===== src/rtl/count_seq_ctrl.sv =====
// count_seq_ctrl
//   Sequencer for the T-flip-flop counter datapath. Owns a WIDTH-bit up-counter
//   and runs it under a small FSM (IDLE, RUN, HOLD, DONE). It supports:
//     - start, pause/hold and abort
//     - terminal-count detection
//     - one-shot or auto-reload operation
//   A one-cycle done pulse is emitted on every terminal count.
//
//   Optional feature: define CNT_IRQ_STICKY_EN to add a sticky interrupt flag.
//   irq_o is set by each done pulse and cleared by irq_clr_i. If both happen
//   in the same cycle, the set wins.
//
// Parameters
//   WIDTH       counter / terminal-count width in bits (>= 1)
//   TC_DEFAULT  terminal-count register value after reset
//
// Ports
//   clk_i       rising-edge clock
//   reset_i     asynchronous, active-high reset
//   start_i     launch a count sequence (level, sampled in IDLE/DONE)
//   stop_i      abort the sequence and return to IDLE (highest priority)
//   hold_i      freeze the counter while high (RUN <-> HOLD)
//   mode_i      0 = one-shot, 1 = auto-reload; captured at start
//   load_en_i   write load_val_i into the terminal-count register (IDLE/DONE only)
//   load_val_i  new terminal count
//   count_o     current counter value
//   tc_o        current terminal-count register
//   busy_o      high in RUN or HOLD
//   done_o      one-cycle pulse per terminal count
//   irq_clr_i   (CNT_IRQ_STICKY_EN) clear the sticky interrupt
//   irq_o       (CNT_IRQ_STICKY_EN) sticky interrupt flag

module count_seq_ctrl #(
    parameter int unsigned      WIDTH      = 4,
    parameter logic [WIDTH-1:0] TC_DEFAULT = {WIDTH{1'b1}}
) (
    input  logic             clk_i,
    input  logic             reset_i,
    input  logic             start_i,
    input  logic             stop_i,
    input  logic             hold_i,
    input  logic             mode_i,
    input  logic             load_en_i,
    input  logic [WIDTH-1:0] load_val_i,
`ifdef CNT_IRQ_STICKY_EN
    input  logic             irq_clr_i,
    output logic             irq_o,
`endif
    output logic [WIDTH-1:0] count_o,
    output logic [WIDTH-1:0] tc_o,
    output logic             busy_o,
    output logic             done_o
);

    typedef enum logic [1:0] {
        StIdle,
        StRun,
        StHold,
        StDone
    } state_e;

    state_e           state_q, state_d;
    logic [WIDTH-1:0] count_q, count_d;
    logic [WIDTH-1:0] tc_q, tc_d;
    logic             mode_q, mode_d;
    logic             done_q, done_d;
    logic             at_tc;

    assign at_tc = (count_q == tc_q);

    // ------------------------------------------------------------------
    // FSM: state register
    // ------------------------------------------------------------------
    always_ff @(posedge clk_i or posedge reset_i) begin
        if (reset_i) begin
            state_q <= StIdle;
        end else begin
            state_q <= state_d;
        end
    end

    // ------------------------------------------------------------------
    // FSM: next-state logic (stop > start > hold > terminal count)
    // ------------------------------------------------------------------
    always_comb begin
        state_d = state_q;
        case (state_q)
            StIdle, StDone: begin
                if (stop_i) begin
                    state_d = StIdle;
                end else if (start_i) begin
                    state_d = StRun;
                end
            end
            StRun: begin
                if (stop_i) begin
                    state_d = StIdle;
                end else if (hold_i) begin
                    state_d = StHold;
                end else if (at_tc && !mode_q) begin
                    state_d = StDone;
                end
            end
            StHold: begin
                if (stop_i) begin
                    state_d = StIdle;
                end else if (!hold_i) begin
                    // Resuming costs one cycle; the counter does not advance here.
                    state_d = StRun;
                end
            end
            default: state_d = StIdle;
        endcase
    end

    // ------------------------------------------------------------------
    // FSM: outputs decoded from the registered state
    // ------------------------------------------------------------------
    always_comb begin
        busy_o = 1'b0;
        case (state_q)
            StRun, StHold: busy_o = 1'b1;
            default:       busy_o = 1'b0;
        endcase
    end

    // ------------------------------------------------------------------
    // Datapath next-state: counter, terminal count, captured mode, done
    // ------------------------------------------------------------------
    always_comb begin
        count_d = count_q;
        tc_d    = tc_q;
        mode_d  = mode_q;
        done_d  = 1'b0;
        case (state_q)
            StIdle, StDone: begin
                if (load_en_i) begin
                    tc_d = load_val_i;
                end
                if (!stop_i && start_i) begin
                    count_d = '0;
                    mode_d  = mode_i;
                end
            end
            StRun: begin
                // stop and hold both leave the count untouched and suppress done.
                if (!stop_i && !hold_i) begin
                    if (at_tc) begin
                        done_d = 1'b1;
                        if (mode_q) begin
                            count_d = '0;
                        end
                    end else begin
                        count_d = count_q + WIDTH'(1'b1);
                    end
                end
            end
            default: ;
        endcase
    end

    always_ff @(posedge clk_i or posedge reset_i) begin
        if (reset_i) begin
            count_q <= '0;
            tc_q    <= TC_DEFAULT;
            mode_q  <= 1'b0;
            done_q  <= 1'b0;
        end else begin
            count_q <= count_d;
            tc_q    <= tc_d;
            mode_q  <= mode_d;
            done_q  <= done_d;
        end
    end

    assign count_o = count_q;
    assign tc_o    = tc_q;
    assign done_o  = done_q;

`ifdef CNT_IRQ_STICKY_EN
    logic irq_q, irq_d;

    // Set has priority over clear so a done pulse is never lost.
    always_comb begin
        irq_d = irq_q;
        if (irq_clr_i) begin
            irq_d = 1'b0;
        end
        if (done_d) begin
            irq_d = 1'b1;
        end
    end

    always_ff @(posedge clk_i or posedge reset_i) begin
        if (reset_i) begin
            irq_q <= 1'b0;
        end else begin
            irq_q <= irq_d;
        end
    end

    assign irq_o = irq_q;
`endif

endmodule

===== config.mk =====
export PLATFORM = sky130hd
export DESIGN_NAME = count_seq_ctrl
export DESIGN_NICKNAME = d
export VERILOG_FILES = /design/src/rtl/count_seq_ctrl.sv
export SDC_FILE = /design/constraint.sdc
export NUM_CORES = 1
export LEC_CHECK = 0
export BUFFER_PORTS_ARGS = -buffer_cell sky130_fd_sc_hd__clkbuf_2
export CAP_MARGIN = 10
export CELL_PAD_IN_SITES_DETAIL_PLACEMENT = 1
export CELL_PAD_IN_SITES_GLOBAL_PLACEMENT = 1
export CORE_MARGIN = 4
export CORE_UTILIZATION = 30
export DETAILED_ROUTE_END_ITERATION = 10
export HOLD_SLACK_MARGIN = 0.03
export PLACE_DENSITY = 0.64
export SLEW_MARGIN = 20
export SYNTH_ARGS = -nofsm -noshare
export SYNTH_HDL_FRONTEND = slang
export SYNTH_SLANG_ARGS = --single-unit

===== constraint.sdc =====
create_clock -name clk_i -period 1.9 [get_ports clk_i]
set_clock_uncertainty 0.2 [all_clocks]
set_input_delay 0.095 -clock clk_i [delete_from_list [all_inputs] [get_ports clk_i]]
set_output_delay 0.095 -clock clk_i [all_outputs]
set_load 0.03 [all_outputs]

==> results of run 1 <==
metal layers:
layer / routed length (um) / vias up / track usage
met5: 0 / - / 0
met4: 13 / 0 / 0.0397
met3: 91 / 2 / 0.0385
met2: 898 / 11 / 0.192
met1: 715 / 287 / 0.130
li1: - / 291 / -
cell families (layout without fill, tap and decap cells):
logic type / after synthesis / count (layout)
XOR/XNOR: 4 / 4
AND/OR/NAND/NOR: 17 / 17
flip-flops: 12 / 12
adder cells (fa/ha/maj): 3 / 3
buffers and inverters: 9 / 43
AO/OA/AOI/OAI: 10 / 10
multiplexers: 9 / 9
worst max-delay path by stage:
stage	cells past startpoint	to	slack (ps)
2_1_floorplan	6	state_q[0]$_DFFE_PP0P_	220
3_3_place_gp	6	count_o[1]$_DFFE_PP0P_	80
3_5_place_dp	6	state_q[0]$_DFFE_PP0P_	10
4_1_cts	6	state_q[0]$_DFFE_PP0P_	-5
5_1_grt	6	count_o[1]$_DFFE_PP0P_	-40
6_report	6	state_q[0]$_DFFE_PP0P_	90
synthesized netlist by cell type (all sizes together):
cell type | count | area share
dfrtp | 8 | 0.28
inv | 8 | 0.042
mux2 | 5 | 0.078
dfstp | 4 | 0.15
mux2i | 4 | 0.056
nand2 | 4 | 0.024
xnor2 | 4 | 0.049
ha | 3 | 0.052
nand3 | 3 | 0.021
nor2 | 3 | 0.016
and4 | 2 | 0.028
nand3b | 2 | 0.021
o211ai | 2 | 0.028
o21ai | 2 | 0.014
a211oi | 1 | 0.010
a21boi | 1 | 0.016
a21oi | 1 | 0.0070
a311oi | 1 | 0.021
a31oi | 1 | 0.030
a41oi | 1 | 0.023
and2 | 1 | 0.0087
clkinv | 1 | 0.0052
nand2b | 1 | 0.0087
nor3b | 1 | 0.017
cell type report:
cell class                      instances  area share
Tap cell                               28      0.0349
Multi-Input combinational cell         43       0.393
Sequential cell                        12       0.305
Inverter                                9      0.0337
Clock buffer                            4      0.0362
Timing Repair Buffer                   30       0.197
what timing repair did:
item / in CTS / in global routing
setup buffers: 0 / 1
resized for setup: 0 / 3
hold endpoints to repair: 19 / 0
hold buffers: 9 / 0
pin swaps: 0 / 1
endpoints found under the setup margin: 1 / 6
registers in the layout, summed over array words and instances, names as in the netlist:
| signal | flops |
|---|---|
| count_o | 4 |
| done_o | 1 |
| tc_o | 4 |
| mode_q | 1 |
| state_q | 2 |
critical path, cell delays in order, from the launching register on:
cell and delay (ps):
dfrtp_1 420, inv_1 160, ha_4 240, nand2b_1 110, a21boi_2 240, mux2i_1 120, a311oi_2 240
power by group:
group	switching, mW	internal (mW)	total, mW
clock network	0.0917	0.116	0.208
registers	0.0839	0.352	0.436
logic	0.364	0.240	0.603
total	0.539	0.708	1.25
per-stage QoR:
step	setup TNS [ps]	cells	setup slack [ps]
after floorplan	0	64	215
after global placement	0	112	84.7
after detailed placement	0	112	14.0
after CTS	-4.87	125	-4.87
after global routing	-43.9	126	-43.9
final	0	126	87.1
==> results.toml, run 1 <==
[outcome]
outcome = "completed"

[cells_and_area]
finish.instance_area_mm2 = 0.00100
multiInputGateArea_um2 = 394
final_util = 0.445
seqCellArea_um2 = 307
drive_gt1_frac = 0.408
antenna_cells = 0
n_fill_cell = 273
layout.nets = 113
mostFrequentLayoutCells = "clkbuf_2, dlygate4sd3_1, inv_1"
areaGrowthSynthToFinish_pct = 39.7
final_common_cell = "clkbuf_2"

[worst_setup_path]
critPathCaptureType = "register"
arrival_ps = 1790
crit_required_ps = 1880
critPathKind = "register to register"
critical_path.startpoint = "state_q[0]$_DFFE_PP0P_"
ff2ff_setup_slack_ps = 90
r2r-start = "state_q[0]$_DFFE_PP0P_"
r2r.worst_path.cells = 6
timing.rr.end = "state_q[0]$_DFFE_PP0P_"
path_max_fanout = 5
startpoint_type = "register"

[sta]
max_slew_margin = 0.701
min_period_ps = 1810
hold_viol = 0
drv_slew = 0
max_clock_freq_mhz = 552
final-setup-viol-count = 0
fin_hold_ws_ps = 39.4
post-route-period-util = 0.954
worst_slew_pin_slew_ps = 448

[pwr]
power_leakage_nw = 0.450
peakVddDrop_v = 0.000589
fin_total_pwr_mw = 1.25
powerDensity_mw_per_mm2 = 1240

[worst_hold_path]
hp-start = "load_en_i"
hold_end = "tc_o[3]$_DFFE_PP1P_"
hp-class = "primary input to register"
holdPathStages = 3

[cts]
clk_latency_ps = 270
cts_tree = "yes"
clkTransAtPathRegs_ps = 80
root_buffer = "clkbuf_4"
numCtsBuffers = 3
h-tree-depth = 1
clk_path_buf_depth = 2
clkSinkCount = 12

[grt]
grt_overflow_total = 0
grt_start_max_net_pins = 13
grt_pass1_wl_mm = 2.89
antenna_found_initial = 0
grt_pass1_vias = 657
grt_usage = 0.112

[yosys]
syn_inst = 64
synthAdderAreaFrac = 0.0523
synth_area_um2 = 718
synthMuxAreaShare = 0.134
synth_xor_area_frac = 0.0488
ys_seq_area_frac = 0.425
ys.warnings.count = 0
yosys.cell_types.count = 27
synth_nets = 78
syn_avg_cell_area_um2 = 11.2
ys_seq_elements = 12
synth_top_family_by_area = "compound AO/OA/AOI/OAI gates"
synth_compound_area_frac = 0.148
synthSimpleGateAreaFrac = 0.145

[routing]
drt_wl_total_mm = 1.72
postRouteAntennaNets = 0
wl_per_cell_um = 13.6
drc_errors = 0
vias = 591
viasPerCell = 4.69
firstDrtPassIters = 2
drt_iter0_markers = 1

[die]
die_area_mm2 = 0.00324
initial_core_util = 0.319
top_level_ports = 21
core_mm2 = 0.00225
die_h_um = 56.9
chipWidth_um = 56.9
row_count = 17

[placed_design]
io_buffers = 20
hpwl_mm = 1.33
placed_area_um2 = 853
globalplace.congestion = 0.834

[flow_run]
cap_violations = 0
No activity file was read; power rests on OpenSTA's default activity.
==> run 2: changes to the inputs <==
CORE_MARGIN = 2   (was 4)
==> results.toml, run 2 (same netlist as run 1, synthesis figures left out) <==
[sta]
max_clock_freq_mhz = 543
max_slew_margin = 0.693
min_period_ps = 1840
drv_slew = 0
post-route-period-util = 0.969
timing.final.ws_setup_ps = 58.9
tns_ps = 0
hold_viol = 0
final-setup-viol-count = 0
worst_slew_pin_slew_ps = 459

[placed_design]
io_buffers = 20
hpwl_mm = 1.22
placed_area_um2 = 853
dp_cells = 112
globalplace.congestion = 0.668
place_ws_ps = 21.6

[outcome]
outcome = "completed"

[worst_setup_path]
ff2ff_setup_slack_ps = 60
r2r.worst_path.cells = 6
critical_path.startpoint = "state_q[0]$_DFFE_PP0P_"
startpoint_type = "register"
critPathCaptureType = "register"
crit_path_cell_trace = "inv_1 > ha_4 > nand2b_1 > o211ai_1 > a31oi_4 > mux2i_1"
arrival_ps = 1850
critPathMaxStageDelay_ps = 420
crit_required_ps = 1910
worstSetupEndpoint = "count_o[1]$_DFFE_PP0P_"
slowest_stage = "dfrtp_1"
path_max_fanout = 5
critPathKind = "register to register"
r2r-start = "state_q[0]$_DFFE_PP0P_"
timing.rr.end = "count_o[1]$_DFFE_PP0P_"

[cts]
h-tree-depth = 1
clkSinkCount = 12
clkTransAtPathRegs_ps = 90
cts_tree = "yes"
numCtsBuffers = 3
clk_latency_ps = 280
clk_path_buf_depth = 2
root_buffer = "clkbuf_4"

[die]
top_level_ports = 21
initial_core_util = 0.322
die_h_um = 52.9
core_mm2 = 0.00223
chipWidth_um = 52.9
row_count = 17
die_area_mm2 = 0.00280

[routing]
drc_errors = 0
viasPerCell = 4.71
postRouteAntennaNets = 0
vias = 598
drt_wl_total_mm = 1.74
firstDrtPassIters = 3
drt_iter0_markers = 3
wl_per_cell_um = 13.7

[grt]
grt_start_max_net_pins = 13
antenna_found_initial = 0
grt_overflow_total = 0
grt_usage = 0.145
grt_pass1_vias = 647
grt_pass1_wl_mm = 2.82

[pwr]
power.switching_uw = 544
seqPwrFrac = 0.343
p_int_uw = 715
comb_power_share = 0.489
power_leakage_nw = 0.461
clkPwrFrac = 0.168
fin_total_pwr_mw = 1.26
peakVddDrop_v = 0.000532
powerDensity_mw_per_mm2 = 1230
p_sw_frac = 0.432

[cells_and_area]
final_common_cell = "clkbuf_2"
areaGrowthSynthToFinish_pct = 42.2
antenna_cells = 0
finish.instance_area_mm2 = 0.00102
layout.nets = 114
n_fill_cell = 251
mostFrequentLayoutCells = "clkbuf_2, dlygate4sd3_1, inv_1"
stdcell_count = 127
drive_gt1_frac = 0.404

[flow_run]
cap_violations = 0

[worst_hold_path]
hp-class = "primary input to async pin"
==> run 2: routing by layer <==
metal	track usage	up-vias	wire [um]
met5	0	-	0
met4	0.0940	0	35
met3	0.0254	4	59
met2	0.242	17	854
met1	0.170	281	787
li1	-	296	-
==> run 2: metrics by stage <==
| stage | util | hold slack [ps] |
|---|---|---|
| after floorplan | - | -243 |
| after global placement | 0.382 | -81.9 |
| after detailed placement | 0.382 | -78.3 |
| after CTS | 0.448 | 165 |
| after global routing | 0.457 | 212 |
| final | 0.457 | 138 |
==> run 2: final cells by class <==
type	instances	area, um^2	share of cell area
Tap cell	28	35.0	0.0343
Timing Repair Buffer	31	208	0.203
Sequential cell	12	307	0.300
Multi-Input combinational cell	43	402	0.393
Clock buffer	4	36.3	0.0355
Inverter	9	33.8	0.0331
==> run 2: worst min path at each step <==
stage                 start  slack [ps]                endpoint  cells past startpoint
detailed placement  reset_i         -80      mode_q$_DFFE_PP0P_                      2
floorplan           reset_i        -240  count_o[0]$_DFFE_PP0P_                      1
finish              reset_i         140      mode_q$_DFFE_PP0P_                      3
global route        reset_i         210      mode_q$_DFFE_PP0P_                      3
global placement    reset_i         -80      mode_q$_DFFE_PP0P_                      2
CTS                 reset_i         170      mode_q$_DFFE_PP0P_                      3
==> run 2: critical path: cells and delay by family (launching register included) <==
family | cells | cell delay, ps
AND/OR/NAND/NOR | 1 | 120
adder cells (fa/ha/maj) | 1 | 240
flip-flops | 1 | 420
multiplexers | 1 | 200
buffers and inverters | 1 | 150
AO/OA/AOI/OAI | 2 | 450
==> run 2: what timing repair did <==
action | CTS | global route
hold endpoints to repair | 21 | 0
setup endpoints to repair | 1 | 4
gates resized for setup | 1 | 3
hold buffers | 10 | 0
buffers inserted | 1 | 0
==> run 2: power by group through the flow <==
stage	clock (mW)	combinational [mW]	sequential, mW
after detailed placement	0	0.568	0.440
after global placement	0	0.560	0.434
final	0.212	0.615	0.432
after CTS	0.222	0.595	0.435
after global routing	0.223	0.663	0.446
after floorplan	0	0.323	0.538
